File: src/rtl/fp_div_norm_seq.sv
// Post-divide normalizer: left-normalizes a quotient, rounds it and flags zero/ovf/unf/inexact.
// Optional macro FP_DIV_NORM_ROUND_EN selects round-to-nearest-even; otherwise the fraction truncates.
module fp_div_norm_seq #(
   parameter int unsigned EXP_WIDTH  = 11,
   parameter int unsigned MANT_WIDTH = 52
) (
   input  logic                  in_Clk,
   input  logic                  in_RstN,
   input  logic                  in_Valid,
   output logic                  out_InReady,
   input  logic [EXP_WIDTH-1:0]  in_Exp,
   input  logic [MANT_WIDTH+2:0] in_Mant,
   output logic                  out_Valid,
   input  logic                  in_OutReady,
   output logic [EXP_WIDTH-1:0]  out_Exp,
   output logic [MANT_WIDTH-1:0] out_Mant,
   output logic                  out_Zero,
   output logic                  out_Ovf,
   output logic                  out_Unf,
   output logic                  out_Inexact
);

   localparam int unsigned MW = MANT_WIDTH + 3;
   localparam int unsigned SW = MANT_WIDTH + 2;

   typedef enum logic [1:0] {
      S_IDLE  = 2'd0,
      S_SHIFT = 2'd1,
      S_ROUND = 2'd2,
      S_DONE  = 2'd3
   } state_t;

   state_t                state_q, state_d;
   logic [EXP_WIDTH-1:0]  exp_q, exp_d;
   logic [MW-1:0]         mant_q, mant_d;
   logic                  ready_q, ready_d;
   logic                  valid_q, valid_d;
   logic [EXP_WIDTH-1:0]  oexp_q, oexp_d;
   logic [MANT_WIDTH-1:0] omant_q, omant_d;
   logic                  ozero_q, ozero_d;
   logic                  oovf_q, oovf_d;
   logic                  ounf_q, ounf_d;
   logic                  oinx_q, oinx_d;

   logic                  rnd_inc;
   logic [SW-1:0]         rnd_sig;
   logic                  rnd_carry;
   logic                  rnd_hidden;
   logic [EXP_WIDTH-1:0]  rnd_exp;
   logic [MANT_WIDTH-1:0] rnd_frac;
   logic                  shift_en;

   // Rounding datapath on {hidden, fraction}; a carry out renormalizes to 1.0 x 2^(exp+1)
   always_comb begin
`ifdef FP_DIV_NORM_ROUND_EN
      rnd_inc = mant_q[1] & (mant_q[0] | mant_q[2]);
`else
      rnd_inc = 1'b0;
`endif
      rnd_sig    = {1'b0, mant_q[MW-1:2]} + SW'(rnd_inc);
      rnd_carry  = rnd_sig[SW-1];
      rnd_hidden = rnd_sig[MANT_WIDTH];
      rnd_exp    = rnd_carry ? exp_q + EXP_WIDTH'(1) : exp_q;
      rnd_frac   = rnd_carry ? '0 : rnd_sig[MANT_WIDTH-1:0];
   end

   // An all-ones exponent is already an overflow, so it is never shifted down
   assign shift_en = ~mant_q[MW-1] & (|mant_q) & (exp_q > EXP_WIDTH'(1)) & (exp_q != '1);

   // Next-state and datapath
   always_comb begin
      state_d = state_q;
      exp_d   = exp_q;
      mant_d  = mant_q;
      valid_d = valid_q;
      oexp_d  = oexp_q;
      omant_d = omant_q;
      ozero_d = ozero_q;
      oovf_d  = oovf_q;
      ounf_d  = ounf_q;
      oinx_d  = oinx_q;

      case (state_q)
         S_IDLE: begin
            if (in_Valid && ready_q) begin
               exp_d   = (in_Exp == '0) ? EXP_WIDTH'(1) : in_Exp;
               mant_d  = in_Mant;
               state_d = S_SHIFT;
            end
         end
         S_SHIFT: begin
            if (shift_en) begin
               mant_d = {mant_q[MW-2:1], 1'b0, mant_q[0]};
               exp_d  = exp_q - EXP_WIDTH'(1);
            end else begin
               state_d = S_ROUND;
            end
         end
         S_ROUND: begin
            valid_d = 1'b1;
            state_d = S_DONE;
            oinx_d  = mant_q[1] | mant_q[0];
            ozero_d = 1'b0;
            oovf_d  = 1'b0;
            ounf_d  = 1'b0;
            if (mant_q == '0) begin
               oexp_d  = '0;
               omant_d = '0;
               ozero_d = 1'b1;
            end else if ((exp_q == '1) || (rnd_exp == '1)) begin
               oexp_d  = '1;
               omant_d = '0;
               oovf_d  = 1'b1;
            end else if (!rnd_carry && !rnd_hidden) begin
               oexp_d  = '0;
               omant_d = rnd_frac;
               ounf_d  = 1'b1;
            end else begin
               oexp_d  = rnd_exp;
               omant_d = rnd_frac;
            end
         end
         S_DONE: begin
            if (in_OutReady) begin
               valid_d = 1'b0;
               state_d = S_IDLE;
            end
         end
         default: state_d = S_IDLE;
      endcase

      ready_d = (state_d == S_IDLE);
   end

   always_ff @(posedge in_Clk or negedge in_RstN) begin
      if (!in_RstN) begin
         state_q <= S_IDLE;
         exp_q   <= '0;
         mant_q  <= '0;
         ready_q <= 1'b0;
         valid_q <= 1'b0;
         oexp_q  <= '0;
         omant_q <= '0;
         ozero_q <= 1'b0;
         oovf_q  <= 1'b0;
         ounf_q  <= 1'b0;
         oinx_q  <= 1'b0;
      end else begin
         state_q <= state_d;
         exp_q   <= exp_d;
         mant_q  <= mant_d;
         ready_q <= ready_d;
         valid_q <= valid_d;
         oexp_q  <= oexp_d;
         omant_q <= omant_d;
         ozero_q <= ozero_d;
         oovf_q  <= oovf_d;
         ounf_q  <= ounf_d;
         oinx_q  <= oinx_d;
      end
   end

   assign out_InReady = ready_q;
   assign out_Valid   = valid_q;
   assign out_Exp     = oexp_q;
   assign out_Mant    = omant_q;
   assign out_Zero    = ozero_q;
   assign out_Ovf     = oovf_q;
   assign out_Unf     = ounf_q;
   assign out_Inexact = oinx_q;

endmodule

File: config.mk
export PLATFORM = sky130hd
export DESIGN_NAME = fp_div_norm_seq
export DESIGN_NICKNAME = d
export VERILOG_FILES = /design/src/rtl/fp_div_norm_seq.sv
export SDC_FILE = /design/constraint.sdc
export NUM_CORES = 1
export LEC_CHECK = 0
export CORE_MARGIN = 5
export CORE_UTILIZATION = 63
export CTS_BUF_LIST = sky130_fd_sc_hd__clkbuf_8 sky130_fd_sc_hd__clkbuf_16
export DETAILED_ROUTE_END_ITERATION = 7
export DONT_BUFFER_PORTS = 1
export HOLD_SLACK_MARGIN = 0.02
export PLACE_DENSITY = 0.87
export SYNTH_ARGS = -nofsm -noshare
export SYNTH_HDL_FRONTEND = slang
export SYNTH_SLANG_ARGS = --single-unit
File: constraint.sdc
create_clock -name in_Clk -period 2.85 [get_ports in_Clk]
set_clock_uncertainty 0.05 [all_clocks]
set_input_delay 0.57 -clock in_Clk [delete_from_list [all_inputs] [get_ports in_Clk]]
set_output_delay 0.57 -clock in_Clk [all_outputs]
set_load 0.05 [all_outputs]
==> impl_metrics.csv, run 1 <==
group,metric,value,unit
worst_hold_path,hold_path_class,"input pin to asynchronous set/reset pin",
grt,grt_pass1_vias,4435,
power_and_ir_drop,p_sw_share,47.4,%
clock_tree,cts_tree,"built",
die,dieArea,11000,sq um
sta,whs,-294,ps
setup_path,cp-start-kind,"register",
grt,grt_start_max_net_pins,138,
setup_path,critPathMaxFanout,30,
power_and_ir_drop,clkPwrFrac,21.1,%
power_and_ir_drop,powerDensity,1550,nW/um^2
setup_path,path_common_cell,"nor2_1",
cells_and_area,final_nets,594,
setup_path,crit_buf_inv,1,
sta,setup_viol,0,
synth,syn_area,5690,sq um
sta,tightest_slew,1250,ps
power_and_ir_drop,seq_power_share,55.8,%
power_and_ir_drop,leakage,2.64,nW
cells_and_area,final_layout_size_suffix_gt1_share,9.18,%
sta,setup_ws,243,ps
sta,final_max_slew_viol_count,0,
setup_path,critPathKind,"register to register",
power_and_ir_drop,peakVddDrop,0.000886,V
detailed_routing,first_iter_violations,357,
cells_and_area,nFillCells,594,
setup_path,crit_family,"simple AND/OR/NAND/NOR gates",
die,start_util,64.9,%
detailed_routing,wire_per_inst,22.5,um
setup_path,rr_startpoint,"mant_q[43]",
clock_tree,clk_latency,510,ps
power_and_ir_drop,p_int,5.15,mW
detailed_routing,drtAntennaViolNets,0,
synth,syn_inst,529,
placed_design,place_congestion,0.902,
clock_tree,htree_levels,4,
sta,rsz0062_at_grt,"false",
die,fp-row-count,34,
cells_and_area,area_delta_synth_final,10.9,%
clock_tree,cts_setup_buffers,0,
clock_tree,clkSlewWorstSetupHoldPaths,60,ps
status,violations,"negative hold slack",
detailed_routing,drt_drc_violations_left,0,
clock_tree,clockBufferDepth,2,
clock_tree,cts_resized,0,
sta,fin_tns_setup,0,ps
synth,synth-async-reset-ratio,100,%
sta,period_share,91.5,%
power_and_ir_drop,p_comb_share,23.0,%
grt,grtUsageTotal,26.9,%
power_and_ir_drop,p_total,9.80,mW
synth,synth.avg_cell_area,10.7,sq um
die,pin_count,139,
die,die_w,105,um
sta,finalHoldViolCount,137,
detailed_routing,viasPerCell,6.80,
grt,grt_overflow_total,0,
die,core-area,8760,sq um
grt,antenna_found_initial,0,
clock_tree,cts_num_sinks,137,
setup_path,path_cells,"nor4_1 > nand4_1 > or4_4 > a21o_2 > buf_4 > nor2_1 > nor2_1",
setup_path,required,3200,ps
setup_path,critPathMaxStageDelay,620,ps
status,outcome,"finished with violations",
synth,synth-seq-cells,137,
sta,slew_headroom,16.4,%
detailed_routing,first_pass_iters,5,
cells_and_area,final_core_util,72.0,%
grt,grt_pass1_wl,23700,um
synth,synth_edf_count,0,
cells_and_area,final_cell_mix,"dfrtp_1, nor2_1, a22o_1",
sta,timing.fmax,384,MHz
detailed_routing,wirelength,14400,um
setup_path,critical_path_arrival,2950,ps
clock_tree,root_buffer,"clkbuf_8",
flow_run,maxCapViolCount,0,
placed_design,post-place-ws,275,ps
synth,ys_types,44,
sta,fin_crit,2610,ps
synth,ys.flop_type,"dfrtp_1",
clock_tree,cts_buffers,17,
placed_design,io_buffers,0,
power_and_ir_drop,switchingPower,4.65,mW
synth,yosysSeqAreaShare,60.3,%
detailed_routing,num_vias,4366,
placed_design,dpl.hpwl,9710,um
setup_path,cp_slowest_cell,"or4_4",
cells_and_area,diodes,0,
synth,ys.warnings.count,0,
setup_path,critPathLaunch,"mant_q[43]",
synth,syn-num-nets,602,
setup_path,end_kind,"register",
die,die_h,105,um
cells_and_area,final_common_cell,"dfrtp_1",
## worst reg2reg max path, stage by stage (launching register included)
cell and delay (ps):
dfrtp_1 420, nor4_1 460, nand4_1 180, or4_4 620
a21o_2 290, buf_4 270, nor2_1 160, nor2_1 60
## layout make-up
| class | count | area, sq um | area share [%] |
|---|---|---|---|
| inverters | 4 | 15.0 | 0.238 |
| clock inverters | 15 | 154 | 2.44 |
| repair buffers | 10 | 87.6 | 1.39 |
| flip-flops and latches | 137 | 3430 | 54.4 |
| multi-input cells | 351 | 2070 | 32.9 |
| well taps | 108 | 135 | 2.14 |
| clock buffers | 17 | 414 | 6.57 |
## path summary, 6_finish.rpt
kind	endpoint	slack, ps	cells after the start
min reg2reg	mant_q[0]	440	2
max in group asynchronous	out_Mant[3]	2860	0
max	mant_q[15]	240	7
min	out_Mant[44]	-290	0
min in group in_Clk	state_q[1]	110	1
max reg2reg	mant_q[15]	240	7
## power by group through the flow
stage | clock [mW] | sequential (mW) | combinational, mW
after CTS | 2.09 | 5.46 | 2.26
after detailed placement | 0 | 5.49 | 2.24
final | 2.07 | 5.47 | 2.26
after global placement | 0 | 5.45 | 2.12
after global routing | 2.20 | 5.60 | 2.53
after floorplan | 0 | 5.15 | 1.89
## through the flow
step                      area [sq um]  instances
after floorplan                   5690        529
after global placement            5740        610
after detailed placement          5740        610
after CTS                         6310        642
after global routing              6310        642
final                             6310        642
## flip-flops by register name, summed over array words and instances, names as in the netlist
name	count
out_Exp	11
out_Unf	1
out_InReady	1
out_Valid	1
exp_q	11
state_q	2
mant_q	55
out_Inexact	1
out_Mant	52
out_Zero	1
out_Ovf	1
## synthesized netlist by cell type (2+ instances only)
master    number  area [sq um]
dfrtp_1      137          3430
nor2_1       118           443
a22o_1        55           482
o22ai_1       53           332
nand2_1       22          82.6
clkbuf_1      21          78.8
nor4_1        17           106
a221o_1       10           100
nand3_1        9          45.0
a21oi_1        8          40.0
nor3_1         8          40.0
buf_2          6          30.0
buf_4          6          45.0
nand2b_1       5          31.3
nand4_1        5          31.3
o21ai_0        5          25.0
a31oi_1        4          25.0
inv_1          4          15.0
a21o_1         3          22.5
ha_1           3          37.5
o21a_1         3          22.5
or3_1          3          18.8
buf_6          2          22.5
o221a_2        2          22.5
## layer usage
layer,track usage (%),vias to the layer above,part of all wire (%)
li1,-,1959,-
met1,36.1,2148,40
met2,41.6,233,49
met3,9.00,26,9.0
met4,9.04,0,2.2
met5,0,-,0
## cell families after synthesis
logic type,Yosys count,synth area share [%]
adder cells (fa/ha/maj),3,0.660
flip-flops,137,60.3
buffers and inverters,41,3.52
AO/OA/AOI/OAI,155,20.6
AND/OR/NAND/NOR,193,14.9
Power figures use the tool's default switching activity.
==> inputs of run 2 (changes only) <==
--- a/config.mk
+++ b/config.mk
@@ -6,12 +6,13 @@
 export NUM_CORES = 1
 export LEC_CHECK = 0
 export CORE_MARGIN = 5
-export CORE_UTILIZATION = 63
+export CORE_UTILIZATION = 25
 export CTS_BUF_LIST = sky130_fd_sc_hd__clkbuf_8 sky130_fd_sc_hd__clkbuf_16
 export DETAILED_ROUTE_END_ITERATION = 7
 export DONT_BUFFER_PORTS = 1
+export GPL_ROUTABILITY_DRIVEN = 0
 export HOLD_SLACK_MARGIN = 0.02
-export PLACE_DENSITY = 0.87
+export PLACE_DENSITY = 0.46
 export SYNTH_ARGS = -nofsm -noshare
 export SYNTH_HDL_FRONTEND = slang
 export SYNTH_SLANG_ARGS = --single-unit
==> constraint.sdc (replaced) <==
create_clock -name in_Clk -period 3.2 [get_ports in_Clk]
set_clock_uncertainty 0.05 [all_clocks]
set_input_delay 0.64 -clock in_Clk [delete_from_list [all_inputs] [get_ports in_Clk]]
set_output_delay 0.64 -clock in_Clk [all_outputs]
set_load 0.05 [all_outputs]
==> impl_metrics.csv, run 2 (synthesis results as in run 1) <==
group,metric,value,unit
die,dieArea,25900,sq um
clock_tree,cts_buffers,17,
clock_tree,root_buffer,"clkbuf_16",
grt,gr-usage-met2,22.4,%
placed_design,io_buffers,0,
clock_tree,clockBufferDepth,2,
setup_path,end_kind,"register",
power_and_ir_drop,clkPwrFrac,21.8,%
power_and_ir_drop,leakage,2.70,nW
detailed_routing,drtAntennaViolNets,0,
clock_tree,clkSlewWorstSetupHoldPaths,50,ps
setup_path,critPathKind,"register to register",
setup_path,cp_slowest_cell,"or4_4",
grt,busiest_layer,"met2",
die,core-area,22500,sq um
sta,whs,-121,ps
die,die_h,161,um
cells_and_area,final_common_cell,"dfrtp_1",
cells_and_area,final_cell_mix,"dfrtp_1, nor2_1, a22o_1",
clock_tree,cts_num_sinks,137,
sta,fin_crit,2730,ps
grt,met3_usage,4.88,%
sta,tightest_slew,1050,ps
die,fp-row-count,55,
detailed_routing,first_iter_violations,325,
cells_and_area,nFillCells,2276,
clock_tree,cts_resized,0,
detailed_routing,wire_per_inst,21.7,um
grt,grt_util_met1,18.2,%
cells_and_area,final_nets,599,
grt,antenna_found_initial,3,
detailed_routing,drt_drc_violations_left,0,
clock_tree,clk_latency,410,ps
worst_hold_path,hold_path_class,"input pin to asynchronous set/reset pin",
clock_tree,htree_levels,4,
power_and_ir_drop,powerDensity,1350,nW/um^2
power_and_ir_drop,p_comb_share,23.0,%
setup_path,crit_buf_inv,1,
grt,grt_pass1_vias,4405,
setup_path,critPathMaxFanout,35,
setup_path,cp-start-kind,"register",
grt,grt_overflow_total,0,
setup_path,crit_family,"simple AND/OR/NAND/NOR gates",
grt,grtUsageTotal,13.9,%
cells_and_area,area_delta_synth_final,16.1,%
setup_path,required,3440,ps
power_and_ir_drop,switchingPower,4.17,mW
detailed_routing,wirelength,17900,um
die,pin_count,139,
sta,finalHoldViolCount,137,
status,outcome,"finished with violations",
setup_path,critical_path_arrival,2970,ps
sta,rsz0062_at_grt,"false",
cells_and_area,regMostFlops,"mant_q",
sta,timing.fmax,366,MHz
flow_run,maxCapViolCount,0,
detailed_routing,viasPerCell,5.22,
setup_path,path_common_cell,"nor2_1",
grt,grt_start_max_net_pins,138,
die,die_w,161,um
sta,period_share,85.3,%
die,start_util,25.3,%
setup_path,path_cells,"nor4_1 > nand4_1 > or4_4 > a21o_2 > buf_4 > nor2_1 > nor2_1",
sta,setup_viol,0,
power_and_ir_drop,peakVddDrop,0.000597,V
detailed_routing,first_pass_iters,7,
clock_tree,cts_tree,"built",
cells_and_area,seq_area,3430,sq um
cells_and_area,final_core_util,29.3,%
cells_and_area,largest_reg_flops,55,
power_and_ir_drop,seq_power_share,55.2,%
power_and_ir_drop,p_int,4.71,mW
cells_and_area,final_layout_size_suffix_gt1_share,9.83,%
placed_design,dpl.hpwl,12300,um
power_and_ir_drop,p_sw_share,46.9,%
status,violations,"negative hold slack",
grt,grt_pass1_wl,27700,um
setup_path,critPathMaxStageDelay,620,ps
sta,slew_headroom,29.7,%
detailed_routing,num_vias,4310,
cells_and_area,multiInputGateArea,2070,sq um
sta,final_max_slew_viol_count,0,
sta,fin_tns_setup,0,ps
run 2: changes by cell type in the layout (fill, tap and decap cells not counted):
cell,change
buf_4,+4
clkbuf_8,+3
clkinv_2,+3
clkinvlp_4,-3
clkinv_4,-2
diode_2,+2
inv_6,-2
buf_12,+1
clkbuf_16,+1
inv_1,+1
inv_8,-1
run 2: repair_timing:
action | 4_1_cts | 5_1_grt
endpoints found under the hold margin | 137 | 137
buffers inserted | 0 | 0
endpoints found under the setup margin | 0 | 0
run 2: final cells by class:
type | count | share of cell area (%)
diodes | 2 | 0.0758
clock buffers | 21 | 7.28
clock inverters | 11 | 1.57
inverters | 4 | 0.227
multi-input cells | 351 | 31.4
flip-flops and latches | 137 | 51.9
well taps | 285 | 5.40
repair buffers | 15 | 2.09
run 2: layer usage:
metal	wire length (um)	share of wire, %
met1	7650	43
met2	8680	48
met3	1460	8.1
met4	95	0.53
met5	20	0.11
run 2: worst paths after layout:
kind,cells after the start,startpoint,slack [ps],end
max in group asynchronous,0,in_RstN,2900,mant_q[24]
worst min-delay path,0,in_RstN,-120,out_Mant[48]
worst max-delay path,7,mant_q[35],470,mant_q[37]
worst max register to register,7,mant_q[35],470,mant_q[37]
worst min register to register,2,mant_q[0],440,mant_q[0]
min in group in_Clk,1,in_OutReady,290,state_q[1]
run 2: power groups by stage:
stage / Sequential, mW / Combinational (mW) / Clock, mW
2_1_floorplan: 4.59 / 1.68 / 0
3_3_place_gp: 4.95 / 2.00 / 0
3_5_place_dp: 4.96 / 2.06 / 0
4_1_cts: 4.93 / 2.07 / 1.98
5_1_grt: 5.04 / 2.31 / 2.07
6_report: 4.90 / 2.05 / 1.93
run 2: metrics by stage:
step	hold slack [ps]	instance area (sq um)	total power [mW]	cells	setup WS [ps]
finish	-121	6600	8.88	826	470
global route	-152	6600	9.42	826	293
CTS	-140	6600	8.99	824	455
detailed placement	302	6010	7.02	792	467
global placement	302	6010	6.95	792	453
floorplan	294	5690	6.27	529	1050
